$ cat src/rtl/regfile_writeback_pkg.sv
// -----------------------------------------------------------------------------
// regfile_writeback_pkg
//   Shared widths and types for the register-file write-back path.
//   XLEN / REG_AW / REG_COUNT match the integer register file (32 x 32 bit).
//   wb_entry_t is the buffered load result (destination + data).
//   win_src_t names the source that owns the write port in a given cycle.
// -----------------------------------------------------------------------------
package regfile_writeback_pkg;

   localparam int XLEN       = 32;
   localparam int REG_AW     = 5;
   localparam int REG_COUNT  = 32;
   localparam int LD_ENTRY_W = REG_AW + XLEN;

   typedef struct packed {
      logic [REG_AW-1:0] rd;
      logic [XLEN-1:0]   data;
   } wb_entry_t;

   typedef enum logic [1:0] {
      WIN_NONE = 2'd0,
      WIN_ALU  = 2'd1,
      WIN_LOAD = 2'd2
   } win_src_t;

   // x0 is hard-wired to zero: writes to it are consumed but never performed.
   function automatic logic is_x0(input logic [REG_AW-1:0] rd);
      return (rd == '0);
   endfunction

endpackage

$ cat src/rtl/regfile_writeback_if.sv
// -----------------------------------------------------------------------------
// regfile_writeback_if
//   Bundles every non-clock signal of the write-back controller.
//   slave  : the controller (regfile_writeback)
//   master : the surrounding pipeline / register file (or a testbench)
//
//   Handshakes:
//     ALU  : a result transfers on a cycle where alu_valid & alu_ready. While
//            alu_valid is high and alu_ready low, the producer holds alu_rd and
//            alu_data stable. alu_ready is combinational and may drop only on a
//            cycle where a buffered load is forced through.
//     Load : a result transfers on ld_valid & ld_ready; ld_ready comes from
//            registered FIFO state only. A load offered while ld_ready is low
//            is not taken.
//     issue_en/issue_rd and query_a/query_b carry no handshake.
//     wb_en/wb_addr/wb_data are a registered one-cycle write strobe.
// -----------------------------------------------------------------------------
interface regfile_writeback_if;
   import regfile_writeback_pkg::*;

   logic              alu_valid;
   logic [REG_AW-1:0] alu_rd;
   logic [XLEN-1:0]   alu_data;
   logic              alu_ready;

   logic              ld_valid;
   logic [REG_AW-1:0] ld_rd;
   logic [XLEN-1:0]   ld_data;
   logic              ld_ready;

   logic              issue_en;
   logic [REG_AW-1:0] issue_rd;

   logic [REG_AW-1:0] query_a;
   logic [REG_AW-1:0] query_b;
   logic              busy_a;
   logic              busy_b;

   logic              wb_en;
   logic [REG_AW-1:0] wb_addr;
   logic [XLEN-1:0]   wb_data;

   modport slave (
      input  alu_valid, alu_rd, alu_data,
      output alu_ready,
      input  ld_valid, ld_rd, ld_data,
      output ld_ready,
      input  issue_en, issue_rd,
      input  query_a, query_b,
      output busy_a, busy_b,
      output wb_en, wb_addr, wb_data
   );

   modport master (
      output alu_valid, alu_rd, alu_data,
      input  alu_ready,
      output ld_valid, ld_rd, ld_data,
      input  ld_ready,
      output issue_en, issue_rd,
      output query_a, query_b,
      input  busy_a, busy_b,
      input  wb_en, wb_addr, wb_data
   );

endinterface

$ cat src/rtl/regfile_writeback_wb_fifo.sv
// -----------------------------------------------------------------------------
// wb_fifo
//   Small synchronous FIFO holding load results until they win the write port.
//   Ports:
//     clk, rst_n  : clock, asynchronous active-low reset (empties the FIFO)
//     i_push      : write i_data this cycle (caller guarantees !o_full)
//     i_data      : entry to write
//     i_pop       : drop the head this cycle (caller guarantees !o_empty)
//     o_data      : current head entry (combinational read of storage)
//     o_full      : DEPTH entries held
//     o_empty     : no entries held
//   Pointers carry one extra wrap bit so full and empty are distinguishable
//   when the index parts are equal.
// -----------------------------------------------------------------------------
module wb_fifo #(
   parameter int DEPTH = 4,
   parameter int W     = 37
) (
   input  logic         clk,
   input  logic         rst_n,
   input  logic         i_push,
   input  logic [W-1:0] i_data,
   input  logic         i_pop,
   output logic [W-1:0] o_data,
   output logic         o_full,
   output logic         o_empty
);

   localparam int          AW      = $clog2(DEPTH);
   localparam logic [AW:0] PTR_ONE = {{AW{1'b0}}, 1'b1};

   logic [W-1:0] r_mem [DEPTH];
   logic [AW:0]  r_wr_ptr;
   logic [AW:0]  r_rd_ptr;

   always_ff @(posedge clk or negedge rst_n) begin
      if (!rst_n) begin
         r_wr_ptr <= '0;
         r_rd_ptr <= '0;
      end else begin
         if (i_push) r_wr_ptr <= r_wr_ptr + PTR_ONE;
         if (i_pop)  r_rd_ptr <= r_rd_ptr + PTR_ONE;
      end
   end

   // Storage needs no reset: an entry is only read after it has been written.
   always_ff @(posedge clk) begin
      if (i_push) r_mem[r_wr_ptr[AW-1:0]] <= i_data;
   end

   assign o_data  = r_mem[r_rd_ptr[AW-1:0]];
   assign o_empty = (r_wr_ptr == r_rd_ptr);
   assign o_full  = (r_wr_ptr[AW] != r_rd_ptr[AW]) &&
                    (r_wr_ptr[AW-1:0] == r_rd_ptr[AW-1:0]);

endmodule

$ cat src/rtl/regfile_writeback.sv
// -----------------------------------------------------------------------------
// regfile_writeback
//   Write-side controller for the 32 x 32 integer register file. Merges
//   single-cycle ALU results and buffered multi-cycle load results onto the
//   file's single write port, drops x0 writes, and keeps a busy scoreboard of
//   outstanding loads for decode's RAW interlock.
//   Ports:
//     clk     : system clock, all state on the rising edge
//     rst_n   : asynchronous active-low reset
//     wb_bus  : regfile_writeback_if.slave
//               alu_valid/alu_rd/alu_data -> alu_ready   (ALU results)
//               ld_valid/ld_rd/ld_data    -> ld_ready    (load results)
//               issue_en/issue_rd                       (mark load dest busy)
//               query_a/query_b           -> busy_a/busy_b
//               wb_en/wb_addr/wb_data                   (registered write)
//   Parameters:
//     LD_DEPTH   : load FIFO entries (power of two, >= 2)
//     STARVE_MAX : consecutive ALU wins tolerated while loads wait
// -----------------------------------------------------------------------------
module regfile_writeback
   import regfile_writeback_pkg::*;
#(
   parameter int LD_DEPTH   = 4,
   parameter int STARVE_MAX = 3
) (
   input  logic                 clk,
   input  logic                 rst_n,
   regfile_writeback_if.slave   wb_bus
);

   localparam int SC_W = (STARVE_MAX < 1) ? 1 : $clog2(STARVE_MAX + 1);
   localparam logic [SC_W-1:0] STARVE_LIM = SC_W'(STARVE_MAX);
   localparam logic [SC_W-1:0] STARVE_ONE = SC_W'(1);

   // ---------------------------------------------------------------- FIFO
   wb_entry_t w_head;
   wb_entry_t w_push_entry;
   logic      w_fifo_full;
   logic      w_fifo_empty;
   logic      w_push;
   logic      w_pop;

   assign w_push_entry = '{rd: wb_bus.ld_rd, data: wb_bus.ld_data};

   wb_fifo #(
      .DEPTH (LD_DEPTH),
      .W     (LD_ENTRY_W)
   ) u_wb_fifo (
      .clk     (clk),
      .rst_n   (rst_n),
      .i_push  (w_push),
      .i_data  (w_push_entry),
      .i_pop   (w_pop),
      .o_data  (w_head),
      .o_full  (w_fifo_full),
      .o_empty (w_fifo_empty)
   );

   // ------------------------------------------------------------- arbiter
   logic [SC_W-1:0] r_starve;
   logic            w_force;
   logic            w_alu_win;
   logic            w_ld_win;
   win_src_t        w_win;

   // A force cycle hands the port to the FIFO head even if the ALU is valid,
   // bounding how long a waiting load can be starved.
   assign w_force   = !w_fifo_empty && (r_starve == STARVE_LIM);
   assign w_alu_win = wb_bus.alu_valid && !w_force;
   assign w_ld_win  = !w_fifo_empty && !w_alu_win;

   assign w_push = wb_bus.ld_valid && !w_fifo_full;
   assign w_pop  = w_ld_win;

   assign wb_bus.alu_ready = !w_force;
   assign wb_bus.ld_ready  = !w_fifo_full;

   always_comb begin
      w_win = WIN_NONE;
      if (w_alu_win)     w_win = WIN_ALU;
      else if (w_ld_win) w_win = WIN_LOAD;
   end

   // Counts ALU wins only while a load is waiting; any pop or an empty FIFO
   // restarts the window.
   always_ff @(posedge clk or negedge rst_n) begin
      if (!rst_n) begin
         r_starve <= '0;
      end else if (w_pop || w_fifo_empty) begin
         r_starve <= '0;
      end else if (w_alu_win) begin
         r_starve <= r_starve + STARVE_ONE;
      end
   end

   // ---------------------------------------------------------- scoreboard
   logic [REG_COUNT-1:0] r_busy;
   logic [REG_COUNT-1:0] w_busy_nxt;

   // Clear is applied before set so an issue to the same rd in the cycle its
   // older load retires leaves the register busy.
   always_comb begin
      w_busy_nxt = r_busy;
      if (w_ld_win) w_busy_nxt[w_head.rd] = 1'b0;
      if (wb_bus.issue_en && !is_x0(wb_bus.issue_rd))
         w_busy_nxt[wb_bus.issue_rd] = 1'b1;
      w_busy_nxt[0] = 1'b0;
   end

   always_ff @(posedge clk or negedge rst_n) begin
      if (!rst_n) r_busy <= '0;
      else        r_busy <= w_busy_nxt;
   end

   assign wb_bus.busy_a = !is_x0(wb_bus.query_a) && r_busy[wb_bus.query_a];
   assign wb_bus.busy_b = !is_x0(wb_bus.query_b) && r_busy[wb_bus.query_b];

   // ------------------------------------------------------- write port regs
   logic              r_wb_en;
   logic [REG_AW-1:0] r_wb_addr;
   logic [XLEN-1:0]   r_wb_data;
   logic              w_wr_en;
   logic [REG_AW-1:0] w_wr_addr;
   logic [XLEN-1:0]   w_wr_data;

   // A winner targeting x0 is consumed but produces no write; address and
   // data then keep their previous values.
   always_comb begin
      w_wr_en   = 1'b0;
      w_wr_addr = r_wb_addr;
      w_wr_data = r_wb_data;
      case (w_win)
         WIN_ALU: begin
            w_wr_en   = !is_x0(wb_bus.alu_rd);
            w_wr_addr = wb_bus.alu_rd;
            w_wr_data = wb_bus.alu_data;
         end
         WIN_LOAD: begin
            w_wr_en   = !is_x0(w_head.rd);
            w_wr_addr = w_head.rd;
            w_wr_data = w_head.data;
         end
         default: ;
      endcase
   end

   always_ff @(posedge clk or negedge rst_n) begin
      if (!rst_n) begin
         r_wb_en   <= 1'b0;
         r_wb_addr <= '0;
         r_wb_data <= '0;
      end else begin
         r_wb_en <= w_wr_en;
         if (w_wr_en) begin
            r_wb_addr <= w_wr_addr;
            r_wb_data <= w_wr_data;
         end
      end
   end

   assign wb_bus.wb_en   = r_wb_en;
   assign wb_bus.wb_addr = r_wb_addr;
   assign wb_bus.wb_data = r_wb_data;

endmodule

$ cat src/flat_wrapper.sv
// flat-port wrapper written by rule: the top's interface ports become plain ports
module regfile_writeback_flat import regfile_writeback_pkg::*;
#(
   parameter int LD_DEPTH   = 4,
   parameter int STARVE_MAX = 3
)
  (clk, rst_n, wb_bus_alu_valid, wb_bus_alu_rd, wb_bus_alu_data, wb_bus_alu_ready, wb_bus_ld_valid, wb_bus_ld_rd, wb_bus_ld_data, wb_bus_ld_ready, wb_bus_issue_en, wb_bus_issue_rd, wb_bus_query_a, wb_bus_query_b, wb_bus_busy_a, wb_bus_busy_b, wb_bus_wb_en, wb_bus_wb_addr, wb_bus_wb_data);
  regfile_writeback_if wb_bus_i ();
  input  logic clk;
  input  logic rst_n;
  input wire logic [$bits(wb_bus_i.alu_valid)-1:0] wb_bus_alu_valid;
  input wire logic [$bits(wb_bus_i.alu_rd)-1:0] wb_bus_alu_rd;
  input wire logic [$bits(wb_bus_i.alu_data)-1:0] wb_bus_alu_data;
  output wire logic [$bits(wb_bus_i.alu_ready)-1:0] wb_bus_alu_ready;
  input wire logic [$bits(wb_bus_i.ld_valid)-1:0] wb_bus_ld_valid;
  input wire logic [$bits(wb_bus_i.ld_rd)-1:0] wb_bus_ld_rd;
  input wire logic [$bits(wb_bus_i.ld_data)-1:0] wb_bus_ld_data;
  output wire logic [$bits(wb_bus_i.ld_ready)-1:0] wb_bus_ld_ready;
  input wire logic [$bits(wb_bus_i.issue_en)-1:0] wb_bus_issue_en;
  input wire logic [$bits(wb_bus_i.issue_rd)-1:0] wb_bus_issue_rd;
  input wire logic [$bits(wb_bus_i.query_a)-1:0] wb_bus_query_a;
  input wire logic [$bits(wb_bus_i.query_b)-1:0] wb_bus_query_b;
  output wire logic [$bits(wb_bus_i.busy_a)-1:0] wb_bus_busy_a;
  output wire logic [$bits(wb_bus_i.busy_b)-1:0] wb_bus_busy_b;
  output wire logic [$bits(wb_bus_i.wb_en)-1:0] wb_bus_wb_en;
  output wire logic [$bits(wb_bus_i.wb_addr)-1:0] wb_bus_wb_addr;
  output wire logic [$bits(wb_bus_i.wb_data)-1:0] wb_bus_wb_data;
  assign wb_bus_i.alu_valid = wb_bus_alu_valid;
  assign wb_bus_i.alu_rd = wb_bus_alu_rd;
  assign wb_bus_i.alu_data = wb_bus_alu_data;
  assign wb_bus_alu_ready = wb_bus_i.alu_ready;
  assign wb_bus_i.ld_valid = wb_bus_ld_valid;
  assign wb_bus_i.ld_rd = wb_bus_ld_rd;
  assign wb_bus_i.ld_data = wb_bus_ld_data;
  assign wb_bus_ld_ready = wb_bus_i.ld_ready;
  assign wb_bus_i.issue_en = wb_bus_issue_en;
  assign wb_bus_i.issue_rd = wb_bus_issue_rd;
  assign wb_bus_i.query_a = wb_bus_query_a;
  assign wb_bus_i.query_b = wb_bus_query_b;
  assign wb_bus_busy_a = wb_bus_i.busy_a;
  assign wb_bus_busy_b = wb_bus_i.busy_b;
  assign wb_bus_wb_en = wb_bus_i.wb_en;
  assign wb_bus_wb_addr = wb_bus_i.wb_addr;
  assign wb_bus_wb_data = wb_bus_i.wb_data;
  regfile_writeback #(.LD_DEPTH(LD_DEPTH), .STARVE_MAX(STARVE_MAX)) u_core (.clk(clk), .rst_n(rst_n), .wb_bus(wb_bus_i));
endmodule
$ cat config.mk
export PLATFORM = sky130hd
export DESIGN_NAME = regfile_writeback_flat
export DESIGN_NICKNAME = d
export VERILOG_FILES = /design/src/rtl/regfile_writeback_pkg.sv /design/src/rtl/regfile_writeback_if.sv /design/src/rtl/regfile_writeback_wb_fifo.sv /design/src/rtl/regfile_writeback.sv /design/src/flat_wrapper.sv
export SDC_FILE = /design/constraint.sdc
export NUM_CORES = 1
export LEC_CHECK = 0
export BUFFER_PORTS_ARGS = -buffer_cell sky130_fd_sc_hd__buf_2
export CAP_MARGIN = 20
export CORE_MARGIN = 4
export CORE_UTILIZATION = 45
export DETAILED_ROUTE_END_ITERATION = 12
export PLACE_DENSITY = 0.69
export SLEW_MARGIN = 20
export SYNTH_ARGS = -nofsm -noshare
export SYNTH_HDL_FRONTEND = slang
export SYNTH_SLANG_ARGS = --single-unit
$ cat constraint.sdc
create_clock -name clk -period 2.8 [get_ports clk]
set_input_delay 0 -clock clk [delete_from_list [all_inputs] [get_ports clk]]
set_output_delay 0 -clock clk [all_outputs]
set_load 0.005 [all_outputs]
---- After elaboration in Yosys (flattened, before gate mapping) ----
Memories as Yosys holds them, arrays and structs flattened.
Index checks and enable logic that the tools add are counted.
word-level totals
  register bits after elaboration ......... 77
  RAM bits ................................ 148
  input port bits ......................... 94
  output and inout port bits .............. 42
  word-level logic and storage cells ...... 73
  memories kept ........................... 1
operators by class
  $add $sub $neg .......................... 3
  $lt $le $gt $ge ......................... 6
  eq/ne operators ......................... 6
  mux-type cells .......................... 19
  bitwise gates (word level) .............. 3
  reductions and logical operators ........ 28
memory list
  name                    words  width  read ports  clocked after memory_dff  write ports  line                             text
  u_core.u_wb_fifo.r_mem  4      37     1           0                         1            regfile_writeback_wb_fifo.sv:32  logic [W-1:0] r_mem [DEPTH];
operators by type and width
  kind                                                        number
  2-to-1 mux 32 bit                                           2
  one-hot mux 32 bit (2 select lines)                         1
  bitwise AND 32 bit                                          1
  NOT 32 bit                                                  1
  bitwise OR 32 bit                                           1
  zero test 5 bit                                             5
  less-than comparator 5 x 6 -> 1 bit, second input constant  4
  binary-select mux 1 bit (select 5 bit)                      2
  demux 1 bit (select 5 bit)                                  2
  >= comparator 5 x 1 -> 1 bit, second input constant         2
  logical AND 1 bit                                           10
  one-hot mux 5 bit (2 select lines)                          1
  zero test 1 bit                                             9
  2-to-1 mux 2 bit                                            4
  adder 3 x 1 -> 3 bit, second input constant                 2
  2-to-1 mux 1 bit                                            6
  equality test 2 bit, second input constant                  2
  nonzero test 2 bit                                          2
  equality test 3 bit                                         1
  adder 2 x 1 -> 2 bit, second input constant                 1
  equality test 2 x 1 -> 1 bit, second input constant         1
  equality test 2 bit                                         1
  one-hot mux 1 bit (2 select lines)                          1
  AND reduction 2 bit                                         1
  other kinds (2)                                             2

---- Logic depth before layout (Yosys ltp) ----
Gate-level depths: netlist of run 1.
  depth in word-level cells ............... 12
  depth in mapped cells ................... 9
  gate-level depth less buffers ........... 5

---- Modules after synthesis ----
Synthesis of run 1 repeated with hierarchy kept, for this count alone.
second synthesis, totals
  cells, all modules ...................... 535
  area total of the unflattened synthesis .. 9559.2 um^2
modules (own cells, without submodules)
  module             instances  cells each  area an instance (um^2)  sequential area each (um^2)
  wb_fifo            1          223         5672.9                   4594.4
  regfile_writeback  1          312         3886.2                   1776.7

---- Least setup slack after synthesis of run 1 ----
OpenSTA, ideal clock, no wires.
  path kind ............................... reg2reg
  start point ............................. register u_core.u_wb_fifo.r_rd_ptr[0]
  end point ............................... memory u_core.u_wb_fifo.r_mem[3][0] (enable)
  setup time .............................. 399 ps
  arrival time ............................ 2087 ps
  required time ........................... 2401 ps
  slack ................................... 314 ps
  stages on the path, launching flop included .. 6
  path buffers ............................ 2
  clock period less this slack ............ 2486 ps
  cells stage by stage .................... dfrtp_1 > buf_2 > buf_4 > xor2_1 > o31a_1 > and2_1
between the ends
  word-level cells in the longest chain between the ends .. 6
ends and longest elaborated chain
  what                                    line                             text
  from (decl)                             regfile_writeback_wb_fifo.sv:34  logic [AW:0] r_rd_ptr;
  from (signal assigned)                  regfile_writeback_wb_fifo.sv:42  if (i_pop) r_rd_ptr <= r_rd_ptr + PTR_ONE;
  equality test 2 bit                     regfile_writeback_wb_fifo.sv:54  (r_wr_ptr[AW-1:0] == r_rd_ptr[AW-1:0]);
  logical AND 1 bit                       regfile_writeback_wb_fifo.sv:53  assign o_full = (r_wr_ptr[AW] != r_rd_ptr[AW]) &&
  zero test 1 bit                         regfile_writeback.sv:72          assign w_push = wb_bus.ld_valid && !w_fifo_full;
  logical AND 1 bit                       regfile_writeback.sv:72
  2-to-1 mux 1 bit                        regfile_writeback_wb_fifo.sv:48  if (i_push) r_mem[r_wr_ptr[AW-1:0]] <= i_data;
  2-to-1 mux 1 bit (not written as such)  regfile_writeback_wb_fifo.sv:48
  to (decl)                               regfile_writeback_wb_fifo.sv:32
Every way passes these cells.

---- Final worst setup path of run 1 ----
  start point ............................. register u_core.u_wb_fifo.r_rd_ptr[0]
  end point ............................... output wb_bus_alu_ready
between the ends
  word-level cells in the longest chain between the ends .. 4
ends and longest elaborated chain
  what                 line                             text
  equality test 3 bit  regfile_writeback_wb_fifo.sv:52  assign o_empty = (r_wr_ptr == r_rd_ptr);
  zero test 1 bit      regfile_writeback.sv:68          assign w_force = !w_fifo_empty && (r_starve == STARVE_LIM);
  logical AND 1 bit    regfile_writeback.sv:68
  zero test 1 bit      regfile_writeback.sv:75          assign wb_bus.alu_ready = !w_force;
  to (decl)            flat_wrapper.sv:14               output wire logic [$bits(wb_bus_i.alu_ready)-1:0] wb_bus_alu_ready;
Every way passes these cells.

==> qor.txt, run 1 <==
Synth-to-layout area growth = 28.5%
Yosys warns = 0
CTS tree = done
Dpl hpwl = 15,800 um
Flop pwr share = 39.5%
Int Pwr = 8.85 mW
Final Max Tran Viols = 0
RePlAce Congestion = 0.889
Final clock period utilization by the worst path = 84.4%
Fin area = 12,500 um2
Overall power = 13.3 mW
PwrDens = 1070 nW/um2
Initial antenna violation count = 0
Final Hold Vio Count = 0
Clock power frac = 25.2%
Cell row count = 53
Post-route setup TNS = 0 ns
Worst setup path category = flop to primary output
Syn Inst Count = 586
Die Area = 24,000 um2
Max incr delay on CP = 0.52 ns
Sw Ratio = 33.7%
Chip Width = 155 um
Drt first-iter violations = 458
Net count of the mapped netlist = 686
GRT overflow = 0
Status = finished clean
Static leakage = 4.69 nW
Fin util = 59.1%
First-pass iteration count of the detailed router = 5
Layout cells sized above 1 = 32.1%
Main flop type after synthesis = edfxtp_1
Per-cell routed wire length = 23.5 um
Clk root buf = clkbuf_16
Max_cap viols = 0
Post-route minimum period = 2.36 ns
Hold WS = 0.0670 ns
Final antenna-violating net count = 0
Sequential area share after synthesis = 65.6%
CTS Buf Count = 24
Post-synth ARST share = 34.2%
CTS Buffer Depth = 3
Crit Path Max Fanout = 15
Vias post-DR = 6,624
Hold Path Class = input pin to flop
Post-synth EDFFs = 148
Required @ worst endpoint = 2.80 ns
CP cell instances = xor2_1, o31a_1, buf_4, inv_1, buf_2
RSZ-0062 raised after global routing = no
Comb power frac = 35.3%
Number of global-route vias before repair = 7,050
CTS sink cnt = 225
N_diodes = 0
First-pass GRT wire length = 40,100 um
Nets@finish = 904
Placeable Area = 21,100 um2
DR vias/cell = 6.04
Clock latency on the worst-skew pair = 0.54 ns
Placed Instance Area = 10,700 um2
Final wirelength = 25,800 um
WP data arrival = 2.36 ns
# setup viols final = 0
Die Y = 155 um
Synth Register Bits = 225
DRC Markers = 0
Post-Syn Area = 9710 um2
Boundary Pins = 136
CP endpoint kind = primary output
Crit start category = flop
Max rail drop VDD = 638 uV
GRT Util Overall = 21.4%
Peak Freq = 0.423 GHz
Htree depth = 1
Netlist cell types = 42
Slew @ Worst Pin = 0.782 ns
Syn Area/Cell = 16.6 um2
Clock Skew = 0.0258 ns
Clk slew on worst S/H paths = 0.06 ns
Initial core utilization = 46.0%
P_sw = 4.49 mW
Port buffer count = 135
Largest net degree at the start of global routing = 78
Rel. slew slack = 47.8%
Critical-path top delay cell = dfrtp_2
==> worst max-delay path, delay by kind of cell (launching register included) <==
family                    cells  cell delay (ns)
buffers and inverters         3             0.61
DFF                           1             0.52
AOI/OAI and AO/OA             1             0.50
xor gates and xnor gates      1             0.21
==> final cells by class <==
cell class,instances,area (um2)
Tap cell,275,344
Multi-Input combinational cell,314,3150
Clock inverter,11,160
Fill cell,1561,8620
Timing Repair Buffer,236,1720
Clock buffer,33,706
Sequential cell,225,6370
Inverter,3,11.3
==> power by group through the flow <==
| stage | logic [mW] | registers (mW) | clock network, mW |
|---|---|---|---|
| CTS | 4.67 | 5.25 | 3.41 |
| global placement | 4.46 | 5.25 | 0 |
| finish | 4.71 | 5.27 | 3.36 |
| global route | 5.10 | 5.36 | 3.55 |
| detailed placement | 4.56 | 5.31 | 0 |
| floorplan | 3.09 | 5.11 | 0 |
==> registers in the layout, indices dropped and copies added, names as in the netlist <==
name                       flops
u_core.u_wb_fifo.r_rd_ptr      3
u_core.r_starve                2
u_core.u_wb_fifo.r_mem       148
u_core.r_busy                 31
u_core.wb_bus.wb_addr          5
u_core.u_wb_fifo.r_wr_ptr      3
u_core.wb_bus.wb_data         32
u_core.wb_bus.wb_en            1
==> cells in the mapped netlist, types with 6 or more instances <==
cell	number	share of area [%]
edfxtp_1	148	46
dfrtp_1	77	20
mux4_2	54	13
or3_1	35	2.3
a211o_1	34	3.1
o311a_1	34	3.5
o21ai_0	32	1.7
o31ai_1	32	2.5
clkbuf_1	25	0.97
buf_2	15	0.77
nand2_1	14	0.54
mux2i_1	7	0.72
nand3_1	7	0.36
ha_1	6	0.77
xnor2_1	6	0.54
==> routing by layer <==
| layer | vias up | track usage [%] | share of wire (%) | routed length [um] |
|---|---|---|---|---|
| li1 | 2853 | - | - | - |
| met3 | 40 | 4.81 | 9.1 | 2340 |
| met1 | 3399 | 29.0 | 39 | 10100 |
| met2 | 332 | 35.6 | 50 | 12800 |
| met5 | - | 0 | 0 | 0 |
| met4 | 0 | 4.84 | 2.0 | 514 |
==> cells in the final DEF, fill, tap and decap left out, types with 7 or more instances in the layout <==
master         count
mux4_2            54
dlygate4sd3_1     84
edfxtp_1         148
a211o_1           34
clkbuf_16         25
o311a_1           34
o21ai_0           31
dfrtp_1           75
nand2_1           14
buf_2            134
or3_1             35
buf_4             12
o31ai_1           32
mux2i_1            7
nand3_1            7
==> through the flow <==
| step | cells | setup WS [ns] |
|---|---|---|
| 2_1_floorplan | 586 | 0.314 |
| 5_1_grt | 1097 | 0.315 |
| 4_1_cts | 1096 | 0.395 |
| 3_5_place_dp | 968 | 0.395 |
| 3_3_place_gp | 968 | 0.425 |
| 6_report | 1097 | 0.438 |
==> final timing paths <==
path                                                               start                                        to  slack (ns)  cells past startpoint
worst max-delay path            u_core.u_wb_fifo.r_rd_ptr[0]$_DFFE_PN0N_                          wb_bus_alu_ready        0.44                      5
worst min-delay path                                  wb_bus_issue_rd[0]               u_core.r_busy[25]$_DFF_PN0_        0.07                      3
worst max register to register  u_core.u_wb_fifo.r_rd_ptr[0]$_DFFE_PN0N_     u_core.wb_bus.wb_data[13]$_DFFE_PN0P_        0.46                      5
worst min register to register            u_core.r_starve[0]$_DFFE_PN0P_            u_core.r_starve[0]$_DFFE_PN0P_        0.44                      1
max in group asynchronous                                          rst_n  u_core.u_wb_fifo.r_rd_ptr[0]$_DFFE_PN0N_        2.13                      2
min in group asynchronous                                          rst_n               u_core.r_busy[27]$_DFF_PN0_        0.10                      2
==> timing repair <==
item / in CTS / in global routing
resized for setup: 0 / 0
hold buffers: 84 / 0
endpoints found under the setup margin: 0 / 0
hold endpoints to repair: 297 / 0
buffers inserted: 0 / 0
==> kinds of logic after synthesis <==
| logic type | Yosys count | synth area share [%] |
|---|---|---|
| flops | 225 | 65.6 |
| compound gates | 148 | 11.8 |
| simple gates | 87 | 5.32 |
| mux | 63 | 13.5 |
| buf+inv | 47 | 2.05 |
| xor+xnor | 10 | 0.902 |
| fa+ha+maj | 6 | 0.773 |
No activity file was read; power rests on OpenSTA's default activity.
==> run 2: changes to the inputs <==
Clock period 2.8 ns to 2.2 ns, I/O delays scaled along.
==> qor.txt, run 2 (synthesis results as in run 1) <==
CTS Buffer Depth = 3 (unchanged)
Slew @ Worst Pin = 0.556 ns (-0.227 ns)
Largest net degree at the start of global routing = 45 (-42%)
Met2 wire length = 13,000 um (+1.3%)
Final Hold Vio Count = 0 (unchanged)
PwrDens = 1390 nW/um2 (+30%)
Nets@finish = 938 (+3.8%)
Layout cells sized above 1 = 35.8% (+3.7 points)
Rel. slew slack = 63.0% (+15 points)
Peak Freq = 0.440 GHz
Max rail drop VDD = 887 uV (+39%)
Boundary Pins = 136 (unchanged)
Largest register FFs = 148 (unchanged)
Clk slew on worst S/H paths = 0.06 ns (about the same)
Leading cell type in the layout, fill and taps excluded = edfxtp_1
Fin util = 61.4% (+2.3 points)
Hold Path Class = input pin to async pin
Final Max Tran Viols = 0 (unchanged)
CTS tree = done
Cells on worst reg2reg path = 7 (+2)
GRT Util Overall = 20.3% (-1.1 points)
Initial antenna violation count = 1 (+1)
Port buffer count = 135 (unchanged)
Max_cap viols = 0 (unchanged)
Most frequent cells in the layout = edfxtp_1, buf_2, dlygate4sd3_1, dfrtp_1, mux4_2
Status = finished with violations
Clock Skew = 0.0105 ns (-0.0154 ns)
CTS Buf Count = 23 (-4.2%)
DRC Markers = 0 (unchanged)
Clock latency on the worst-skew pair = 0.52 ns (-0.02 ns)
Initial core utilization = 46.0% (unchanged)
# setup viols final = 2 (+2)
Dpl hpwl = 16,100 um (+2.0%)
Vias post-DR = 6,822 (+3.0%)
Required @ worst endpoint = 2.20 ns (-0.60 ns)
First-pass GRT wire length = 38,200 um (-4.7%)
Filler cells = 1,519 (-2.7%)
Placeable Area = 21,100 um2 (unchanged)
Final wirelength = 26,400 um (+2.3%)
Fin area = 13,000 um2 (+3.9%)
Per-cell routed wire length = 23.3 um (-0.76%)
Chip Width = 155 um (unchanged)
Synth-to-layout area growth = 33.5%
RePlAce Congestion = 0.876 (-1.5%)
Post-route minimum period = 2.27 ns
Cell row count = 53 (unchanged)
Register area = 6370 um2 (unchanged)
Placed Instance Area = 10,900 um2 (+1.2%)
First-pass iteration count of the detailed router = 5 (unchanged)
Die Y = 155 um (unchanged)
CTS sink cnt = 225 (unchanged)
Static leakage = 4.90 nW (+4.7%)
RSZ-0062 raised after global routing = yes
Crit Path Max Fanout = 3 (-12)
Uppermost layer routed = met4
Failing checks = negative setup slack
Hold WS = 0.0170 ns (-0.0500 ns)
Clk root buf = clkbuf_16
Die Area = 24,000 um2 (unchanged)
Final clock period utilization by the worst path = 103%
DR WL met3 = 2260 um (-3.6%)
Number of global-route vias before repair = 6,926 (-1.8%)
Met1 WL = 10,300 um (+2.3%)
Crit start category = flop
Htree depth = 1 (unchanged)
DR vias/cell = 6.03 (-0.11%)
Worst setup path category = flop to primary output
Drt first-iter violations = 562 (+23%)
GRT overflow = 0 (unchanged)
Area occupied by multi-input gates = 3280 um2 (+3.8%)
Final setup margin = -0.0745 ns (-0.512 ns)
Final antenna-violating net count = 0 (unchanged)
WP data arrival = 2.27 ns (-0.09 ns)
CP endpoint kind = primary output
## run 2: changes by cell type in the layout (fill, tap and decap cells not counted), sizes merged
cell / change
a21oi: +4
buf: +27
clkbuf: -1
clkinv: +2
diode: +1
inv: +1
## run 2: worst paths after layout
kind                                                                from                                     to  slack [ns]
worst max-delay path                         u_core.r_busy[11]$_DFF_PN0_                          wb_bus_busy_a       -0.07
worst min-delay path                                               rst_n            u_core.r_busy[27]$_DFF_PN0_        0.02
worst max register to register  u_core.u_wb_fifo.r_rd_ptr[0]$_DFFE_PN0N_  u_core.wb_bus.wb_data[17]$_DFFE_PN0P_           0
worst min register to register            u_core.r_starve[0]$_DFFE_PN0P_         u_core.r_starve[0]$_DFFE_PN0P_        0.46
max in group asynchronous                                          rst_n  u_core.wb_bus.wb_data[30]$_DFFE_PN0P_        1.56
min in group clk                                      wb_bus_issue_rd[1]            u_core.r_busy[31]$_DFF_PN0_        0.05
## run 2: metal layers
layer	global-route usage [%]	up-vias
met3	4.51	55
met1	26.4	3456
met4	5.42	0
met5	0	-
li1	-	2942
met2	34.6	369
## run 2: critical path, cell delays in order (launching register included)
cell and delay [ns]:
dfrtp_1 0.39, mux4_2 0.51, mux4_2 0.46, mux2_4 0.28
buf_6 0.11
## run 2: layout make-up
cell class	instances	share of cell area (%)
Sequential cell	225	49.2
Multi-Input combinational cell	318	25.3
Timing Repair Buffer	267	16.5
Clock buffer	28	4.99
Tap cell	275	2.66
Clock inverter	14	1.27
Inverter	3	0.116
Antenna cell	1	0.0193
## run 2: through the flow
step           worst slack [ns]  setup TNS (ns)  total power, mW  std cells
6_report                -0.0745          -0.147             18.0       1131
5_1_grt                  -0.124           -1.61             18.8       1131
4_1_cts                 -0.0827          -0.151             17.2       1115
3_5_place_dp            -0.0421          -0.901             12.7        979
3_3_place_gp             0.0277               0             12.4        979
2_1_floorplan            0.0246               0             10.4        586
## run 2: timing repair
item,in CTS,in global routing
gates resized for setup,1,33
buffers inserted,9,7
endpoints found under the hold margin,295,0
hold buffers,84,0
setup endpoints to repair,39,68
gates cloned,1,8
pin swaps,2,11
## run 2: report_power, final
part	leakage (nW)	switching, mW	internal (mW)
logic	2.23	3.77	3.46
registers	2.27	0.727	5.93
clock network	0.401	1.63	2.47
